`src/rtl/spi_pixel_slave_rx_tx.sv`:
```
// spi_pixel_slave_rx_tx
// ---------------------------------------------------------------------------
// Fully synchronous SPI slave for the dither accelerator. SPI_CLK, SPI_CS and
// SPI_MOSI are oversampled in the clk domain. Words of WORD_WIDTH bits are
// assembled in any of the four SPI modes and queued in an RX FIFO. Result
// words are shifted out on SPI_MISO. Accepted words are counted per image
// frame, and request_flag pulses at each frame boundary.
//
// Ports
//   clk, rst             system clock, synchronous active-high reset
//   SPI_CLK/CS/MOSI      SPI master inputs (asynchronous to clk)
//   SPI_MISO, miso_oe    slave data out and its tri-state enable
//   rx_data/valid/ready  RX FIFO head, with pop on rx_valid && rx_ready
//   tx_data/valid/ready  next TX word, with tx_ready strobing on each load
//   request_flag         one-cycle pulse when a frame of IMAGE_SIZE words completes
//   word_count           words accepted in the current frame
//   overflow             sticky flag: a word was dropped on a full FIFO
//   busy                 synchronised chip select is active
// ---------------------------------------------------------------------------
module spi_pixel_slave_rx_tx #(
  parameter int WORD_WIDTH  = 8,
  parameter int CPOL        = 0,
  parameter int CPHA        = 0,
  parameter int MSB_FIRST   = 1,
  parameter int FIFO_DEPTH  = 16,
  parameter int IMAGE_SIZE  = 16,
  parameter int SYNC_STAGES = 2
) (
  input  logic                              clk,
  input  logic                              rst,
  input  logic                              SPI_CLK,
  input  logic                              SPI_CS,
  input  logic                              SPI_MOSI,
  output logic                              SPI_MISO,
  output logic                              miso_oe,
  output logic [WORD_WIDTH-1:0]             rx_data,
  output logic                              rx_valid,
  input  logic                              rx_ready,
  input  logic [WORD_WIDTH-1:0]             tx_data,
  input  logic                              tx_valid,
  output logic                              tx_ready,
  output logic                              request_flag,
  output logic [$clog2(IMAGE_SIZE+1)-1:0]   word_count,
  output logic                              overflow,
  output logic                              busy
);

  localparam int AW  = $clog2(FIFO_DEPTH);
  localparam int CW  = $clog2(IMAGE_SIZE+1);
  localparam int BCW = (WORD_WIDTH > 1) ? $clog2(WORD_WIDTH) : 1;
  localparam logic [BCW-1:0] LAST     = BCW'(WORD_WIDTH-1);
  localparam logic [CW-1:0]  FRM_LAST = CW'(IMAGE_SIZE-1);
  localparam logic IDLE_CLK    = (CPOL != 0);
  // Leading edge is rising when CPOL=0; CPHA=0 samples on the leading edge.
  localparam logic SAMPLE_RISE = (CPOL == CPHA);

  typedef enum logic [1:0] {IDLE, LOAD, SHIFT, COMMIT} state_t;

  // ---------------------------------------------------------------------
  // Input synchronisers and edge detection
  // ---------------------------------------------------------------------
  logic [SYNC_STAGES-1:0] clk_sync, cs_sync, mosi_sync;
  logic                   sclk_d, cs_d;
  logic                   sclk_s, cs_s, mosi_s;
  logic                   rise, fall, samp_edge, shft_edge, cs_fall, cs_rise;

  always_ff @(posedge clk) begin
    if (rst) begin
      clk_sync  <= {SYNC_STAGES{IDLE_CLK}};
      cs_sync   <= '1;
      mosi_sync <= '0;
      sclk_d    <= IDLE_CLK;
      cs_d      <= 1'b1;
    end else begin
      clk_sync  <= {clk_sync[SYNC_STAGES-2:0], SPI_CLK};
      cs_sync   <= {cs_sync[SYNC_STAGES-2:0], SPI_CS};
      mosi_sync <= {mosi_sync[SYNC_STAGES-2:0], SPI_MOSI};
      sclk_d    <= sclk_s;
      cs_d      <= cs_s;
    end
  end

  assign sclk_s = clk_sync[SYNC_STAGES-1];
  assign cs_s   = cs_sync[SYNC_STAGES-1];
  assign mosi_s = mosi_sync[SYNC_STAGES-1];

  assign busy    = ~cs_s;
  assign miso_oe = busy;
  assign rise    = sclk_s & ~sclk_d;
  assign fall    = ~sclk_s & sclk_d;
  assign cs_fall = ~cs_s & cs_d;
  assign cs_rise = cs_s & ~cs_d;

  // Clock edges while deselected are ignored.
  assign samp_edge = busy & (SAMPLE_RISE ? rise : fall);
  assign shft_edge = busy & (SAMPLE_RISE ? fall : rise);

  // ---------------------------------------------------------------------
  // Control FSM
  // ---------------------------------------------------------------------
  state_t         state, state_nx;
  logic [BCW-1:0] bit_cnt;
  logic           load_tx, push;

  always_ff @(posedge clk) begin
    if (rst) state <= IDLE;
    else     state <= state_nx;
  end

  always_comb begin
    state_nx = state;
    load_tx  = 1'b0;
    push     = 1'b0;
    case (state)
      IDLE:   if (cs_fall) state_nx = LOAD;
      LOAD: begin
        load_tx  = 1'b1;
        state_nx = SHIFT;
      end
      SHIFT:  if (samp_edge && bit_cnt == LAST) state_nx = COMMIT;
      COMMIT: begin
        // The word is complete, so it is pushed even if CS is rising now.
        push     = 1'b1;
        load_tx  = 1'b1;
        state_nx = busy ? SHIFT : IDLE;
      end
      default: state_nx = IDLE;
    endcase
    if (cs_rise) state_nx = IDLE;
  end

  assign tx_ready = load_tx & tx_valid;

  // ---------------------------------------------------------------------
  // Shift datapath
  // ---------------------------------------------------------------------
  logic [WORD_WIDTH-1:0] rx_sr, tx_word, tx_nx;
  logic [BCW-1:0]        tx_idx;
  logic                  tx_first, miso_q;

  assign tx_nx    = tx_valid ? tx_data : '0;
  assign tx_first = (MSB_FIRST != 0) ? tx_nx[WORD_WIDTH-1] : tx_nx[0];
  // The bit driven on a shift edge is the one the next sample will pick up,
  // which is always position bit_cnt in transmit order.
  assign tx_idx   = (MSB_FIRST != 0) ? (LAST - bit_cnt) : bit_cnt;

  always_ff @(posedge clk) begin
    if (rst) begin
      bit_cnt <= '0;
      rx_sr   <= '0;
      tx_word <= '0;
      miso_q  <= 1'b0;
    end else if (cs_rise) begin
      // Any partial word is dropped here.
      bit_cnt <= '0;
      miso_q  <= 1'b0;
    end else begin
      if (load_tx) begin
        tx_word <= tx_nx;
        // CPHA=0 must present the first bit before the first clock edge.
        if (CPHA == 0) miso_q <= tx_first;
      end
      if (state == LOAD) bit_cnt <= '0;
      if (state == SHIFT && samp_edge) begin
        if (MSB_FIRST != 0) rx_sr <= {rx_sr[WORD_WIDTH-2:0], mosi_s};
        else                rx_sr <= {mosi_s, rx_sr[WORD_WIDTH-1:1]};
        bit_cnt <= (bit_cnt == LAST) ? '0 : bit_cnt + 1'b1;
      end
      // With CPHA=0 the trailing edge after the last sample belongs to the
      // finished word; bit_cnt is already 0, so it must not advance MISO.
      if (state == SHIFT && shft_edge && (CPHA != 0 || bit_cnt != '0))
        miso_q <= tx_word[tx_idx];
    end
  end

  assign SPI_MISO = miso_oe & miso_q;

  // ---------------------------------------------------------------------
  // RX FIFO: extra pointer MSB distinguishes full from empty
  // ---------------------------------------------------------------------
  logic [WORD_WIDTH-1:0] mem [FIFO_DEPTH];
  logic [AW:0]           wr_ptr, rd_ptr;
  logic                  empty, full, pop, push_ok;

  assign empty   = (wr_ptr == rd_ptr);
  assign full    = (wr_ptr[AW] != rd_ptr[AW]) && (wr_ptr[AW-1:0] == rd_ptr[AW-1:0]);
  assign rx_valid = ~empty;
  assign pop     = rx_valid & rx_ready;
  // A pop in the same cycle frees the slot being written.
  assign push_ok = push & (~full | pop);
  assign rx_data = rx_valid ? mem[rd_ptr[AW-1:0]] : '0;

  always_ff @(posedge clk) begin
    if (push_ok) mem[wr_ptr[AW-1:0]] <= rx_sr;
  end

  always_ff @(posedge clk) begin
    if (rst) begin
      wr_ptr       <= '0;
      rd_ptr       <= '0;
      overflow     <= 1'b0;
      word_count   <= '0;
      request_flag <= 1'b0;
    end else begin
      request_flag <= 1'b0;
      if (push_ok) wr_ptr <= wr_ptr + 1'b1;
      if (pop)     rd_ptr <= rd_ptr + 1'b1;
      if (push && full && !pop) overflow <= 1'b1;
      if (push_ok) begin
        if (word_count == FRM_LAST) begin
          word_count   <= '0;
          request_flag <= 1'b1;
        end else begin
          word_count <= word_count + 1'b1;
        end
      end
    end
  end

endmodule

```
`config.mk`:
```
export PLATFORM = sky130hd
export DESIGN_NAME = spi_pixel_slave_rx_tx
export DESIGN_NICKNAME = d
export VERILOG_FILES = /design/src/rtl/spi_pixel_slave_rx_tx.sv
export SDC_FILE = /design/constraint.sdc
export NUM_CORES = 1
export LEC_CHECK = 0
export BUFFER_PORTS_ARGS = -buffer_cell sky130_fd_sc_hd__buf_2
export CORE_MARGIN = 3
export CORE_UTILIZATION = 55
export DETAILED_ROUTE_END_ITERATION = 10
export PLACE_DENSITY = 0.76
export SKIP_LAST_GASP = 1
export SYNTH_ARGS = -nofsm -noshare
export SYNTH_HDL_FRONTEND = slang
export SYNTH_SLANG_ARGS = --single-unit
```
`constraint.sdc`:
```
create_clock -name clk -period 3.2 [get_ports clk]
set_input_delay 0.64 -clock clk [delete_from_list [all_inputs] [get_ports clk]]
set_output_delay 0.64 -clock clk [all_outputs]
set_load 0.05 [all_outputs]
```
Word level (Yosys, flattened, before mapping)
Memory sizes are Yosys's and may differ from the RTL's. A register that Yosys moved wholly into a read port is not among the register bits.
Index checks and enable logic that the tools add are counted.

storage, ports and cells
  register bits after elaboration = 47
  bits in latches = 0
  bits in writable memories = 128
  bits in read-only memories = 0
  input port bits = 15
  output and inout port bits = 20
  word-level logic and storage cells = 90
  memories kept = 1

operators by class
  add/sub/neg operators = 5
  $mul = 0
  divide/modulo/power cells = 0
  $lt $le $gt $ge = 1
  equality and inequality tests = 10
  shift operators = 0
  mux-type cells = 21
  bitwise gates (word level) = 19
  reduce and logical (&&, ||, !) cells = 18

memory list
  name  words  width  rd ports  clocked after Yosys merged registers in  wr ports  line  text
  mem   16     8      1         1                                        1         181   logic [WORD_WIDTH-1:0] mem [FIFO_DEPTH];

operator list
  kind                                                                          number
  8-bit 2-to-1 mux                                                              2
  5-bit by 1-bit adder with 5-bit output, second input constant                 3
  1-bit AND                                                                     10
  3-bit 2-to-1 mux                                                              3
  1-bit 2-to-1 mux                                                              8
  4-bit 2-to-1 mux                                                              2
  1-bit NOT                                                                     8
  2-bit one-hot mux with 4 select lines                                         1
  1-bit logical AND                                                             7
  2-bit 2-to-1 mux                                                              3
  2-bit AND reduction                                                           3
  2-bit OR reduction                                                            3
  5-bit by 4-bit == test with 1-bit output, second input constant               1
  5-bit == test                                                                 1
  5-bit 2-to-1 mux                                                              1
  2-bit == test, second input constant                                          2
  4-bit == test                                                                 1
  3-bit by 4-bit less-than comparator with 1-bit output, second input constant  1
  2-bit != test, second input constant                                          2
  2-bit nonzero test                                                            2
  3-bit by 1-bit adder with 3-bit output, second input constant                 1
  1-bit binary-select mux with 3-bit select                                     1
  3-bit == test, second input constant                                          1
  3-bit nonzero test                                                            1
  6 further kinds                                                               6

Depth between registers and ports, before layout
  depth after elaboration = 7
  mapped depth = 6
  depth with buffers taken out = 6

Worst setup path before layout
No wires, ideal clock.

  kind = register -> output
  start point = reg wr_ptr[2]
  end point = out rx_data[0]
  data arrival time = 1,885 ps
  required time = 2,560 ps
  path slack = 675 ps
  cell stages (with the launch flop) = 7
  cells stage by stage = dfxtp_1 xnor2_1 and4_1 buf_6 and2_1 buf_2 a21oi_1

between the ends
  cells in the longest elaborated chain, start to end = 2

RTL lines
  item                    line  text
  start, declared         182   logic [AW:0] wr_ptr, rd_ptr;
  start signal, assigned  206   if (push_ok) wr_ptr <= wr_ptr + 1'b1;
  5-bit == test           185   assign empty = (wr_ptr == rd_ptr);
  8-bit 2-to-1 mux        191   assign rx_data = rx_valid ? mem[rd_ptr[AW-1:0]] : '0;
  end, declared           36    output logic [WORD_WIDTH-1:0] rx_data,

No other way between the ends.

Final worst setup path
  start point = reg wr_ptr[0]
  end point = out rx_data[0]

Same word-level chain as after synthesis.

==> out/metrics.yaml <==
grt:
  antenna_found_initial: 0
  grt_pass1_vias: 4014
  grt_usage_pct: 20.70
  globalRouteOverflowTotal: 0
  grt_pass1_wl_mm: 22.47
  grt_start_max_net_pins: 47
yosys:
  synth_top_flop_cell: "edfxtp_1"
  yosysTopAreaCell: "edfxtp_1"
  ys_warn_count: 0
  syn_inst: 465
  async_reset_ff_share_pct: 0
  avgSynthCellArea_um2: 15.56
  synth_seq_cells: 179
  synth_edf_count: 128
  yosys-top-cells-count: "edfxtp_1 (128), dfxtp_1 (51), mux4_2 (34)"
  yosysMostFrequentCell: "edfxtp_1"
  syn_area_um2: 7234
  synth_top_cells_by_area: "edfxtp_1 (53%), dfxtp_1 (14%), mux4_2 (11%)"
  synthDistinctLibCells: 45
  ys_seq_area_share_pct: 67.24
  synthesis.nets: 489
  yosys.area.top_type_share_pct: 53.13
cts:
  htreeDepth: 4
  post_cts_resized: 0
  holdBufCountCts: 0
  cts_tree: "yes"
  clkTransAtPathRegs_ps: 60
  cts_num_sinks: 179
  numCtsBuffers: 17
  post-cts-setup-buffers: 0
  clock_path_buffers: 2
  insertion_delay_ps: 420
  root_buffer: "clkbuf_16"
floorplanning:
  core_area_um2: 12720
  die_area_um2: 14570
  dieWidth_um: 120.7
  initial_core_util_pct: 56.86
  io_pins: 35
  placementRows: 41
  die_h_um: 120.7
worst_setup_path:
  worst_path_largest_cell_delay_ps: 540
  worst_ep_required_time_ps: 2560
  worst-path-max-fanout: 10
  worstSetupPathType: "flip-flop to output port"
  critical_path.endpoint_type: "output port"
  start_kind: "flip-flop"
  crit_chain: "xnor2_1, and4_1, and2_1, a21oi_1, buf_2"
  worst_path_max_delay_cell: "and4_1"
  crit_arrival_ps: 2410
placement:
  port_buffers: 34
  dpl.hpwl_mm: 9.093
  place_congestion: 0.8037
  pre_cts_slack_ps: 622.2
pwr:
  pwr-share-comb_pct: 1.2
  p_clk_share_pct: 43.4
  vdd_drop_max_mv: 0.2858
  pwr-share-seq_pct: 55.4
  powerDensity_nw_per_um2: 549.7
  netSwitchingFraction_pct: 18.99
  cellLeakagePower_nw: 2.873
  p_int_mw: 3.603
  p_switching_mw: 0.8444
finish:
  fillers: 953
  antenna_cells: 0
  drive_gt1_share_pct: 22.24
  syn2layout_area_growth_pct: 11.83
  nets: 520
drt:
  totalWireLength_mm: 13.96
  wl_per_cell_um: 20.53
  first_pass_iters: 4
  drtIter0Drc: 344
  drc: 0
  vias: 4024
  vias_per_cell: 5.918
  antenna_left: 0
sta:
  hold_slack_ps: 397.7
  min_period_ps: 3052
  tightest_slew_ps: 717.8
  finalMaxSlewViolations: 0
  fin_tns_setup_ps: 0
  slew_headroom_pct: 52.14
  worst_slack_ps: 148.2
  rsz0062_at_grt: "no"
  setup_viol_count_final: 0
  hold_viol_final: 0
  fmax_ghz: 0.3277
  skew_ps: 5.329
  final.period_utilization_pct: 95.37
run:
  cap_violations: 0
min_path:
  min_path_type: "input pin to flip-flop"
status:
  status: "complete, no violations"
-- final cells by class --
class | count | area (µm²) | area share [%]
Multi-Input combinational cell | 252 | 2210 | 27.31
Sequential cell | 179 | 4866 | 60.15
Timing Repair Buffer | 37 | 217.7 | 2.691
Clock buffer | 18 | 429.2 | 5.305
Clock inverter | 13 | 118.9 | 1.469
Inverter | 9 | 33.78 | 0.4176
Tap cell | 172 | 215.2 | 2.660
-- power groups by stage --
| stage | combinational, mW | sequential [mW] | clock (mW) |
|---|---|---|---|
| 6_report | 0.0546 | 2.46 | 1.93 |
| 5_1_grt | 0.0606 | 2.46 | 2.05 |
| 4_1_cts | 0.0546 | 2.46 | 1.95 |
| 3_5_place_dp | 0.0544 | 2.51 | 0 |
| 3_3_place_gp | 0.0526 | 2.51 | 0 |
| 2_1_floorplan | 0.0387 | 2.51 | 0 |
-- layout by cell type, fill, tap and decap left out, types with 3 or more instances in the layout --
cell,instances
clkinv_1,6
a22oi_1,16
buf_2,34
and2_1,8
nor2b_1,18
edfxtp_1,128
clkinvlp_4,3
nand3_1,16
a21oi_1,21
inv_1,9
nand2b_1,3
and4_1,3
nand4_1,3
nand2_1,22
mux4_2,34
clkbuf_16,17
o21ai_0,5
ha_1,9
and3_1,15
nor2_1,23
dfxtp_1,50
mux2i_1,14
mux2_2,7
xnor2_1,4
nor3_1,3
or2_2,4
a211o_1,3
-- metrics by stage --
stage	util (%)	instance area (µm²)	instances	total power, mW
2_1_floorplan	-	7234	465	2.548
3_3_place_gp	59.28	7542	649	2.564
3_5_place_dp	59.28	7542	649	2.566
4_1_cts	63.59	8090	680	4.470
5_1_grt	63.59	8090	680	4.567
6_report	63.59	8090	680	4.447
-- final timing paths --
check / from / to / slack, ps / cells past startpoint
setup / recovery: wr_ptr[0] / rx_data[0] / 150 / 5
hold / removal: SPI_CS / cs_sync[0] / 400 / 2
hold reg to reg: cs_sync[0] / cs_sync[1] / 430 / 1
setup reg to reg: wr_ptr[3] / mem[7][5] / 970 / 4
-- kinds of logic after synthesis --
logic type / synth area share, %
AOI/OAI and AO/OA: 5.656
adders and majority gates: 1.557
xor gates and xnor gates: 0.7091
DFF: 67.24
buffers and inverters: 2.214
muxes: 13.61
and+or+nand+nor: 9.011
-- routing by layer --
layer	wire length (µm)	up-vias	GRT usage (%)
met5	0	-	0
met4	222	0	6.091
met3	1032	21	5.940
met2	6938	143	33.22
met1	5766	2010	27.86
li1	-	1850	-
-- sequential cells by signal, indices dropped and copies added (netlist names), named ones only --
register	cells
mosi_sync	2
word_count	5
cs_sync	2
clk_sync	2
cs_d	1
miso_q	1
overflow	1
rd_ptr	5
request_flag	1
mem	128
tx_word	8
wr_ptr	5
bit_cnt	3
rx_sr	8
state	2
sclk_d	1
-- worst max-delay path, delay by kind of cell, from the launching register on --
family	cells	cell delay, ps
buffers and inverters	1	240
xor gates and xnor gates	1	170
AOI/OAI and AO/OA	1	110
DFF	1	460
and+or+nand+nor	2	1000
Note: power is estimated with default switching activity, not from simulation.
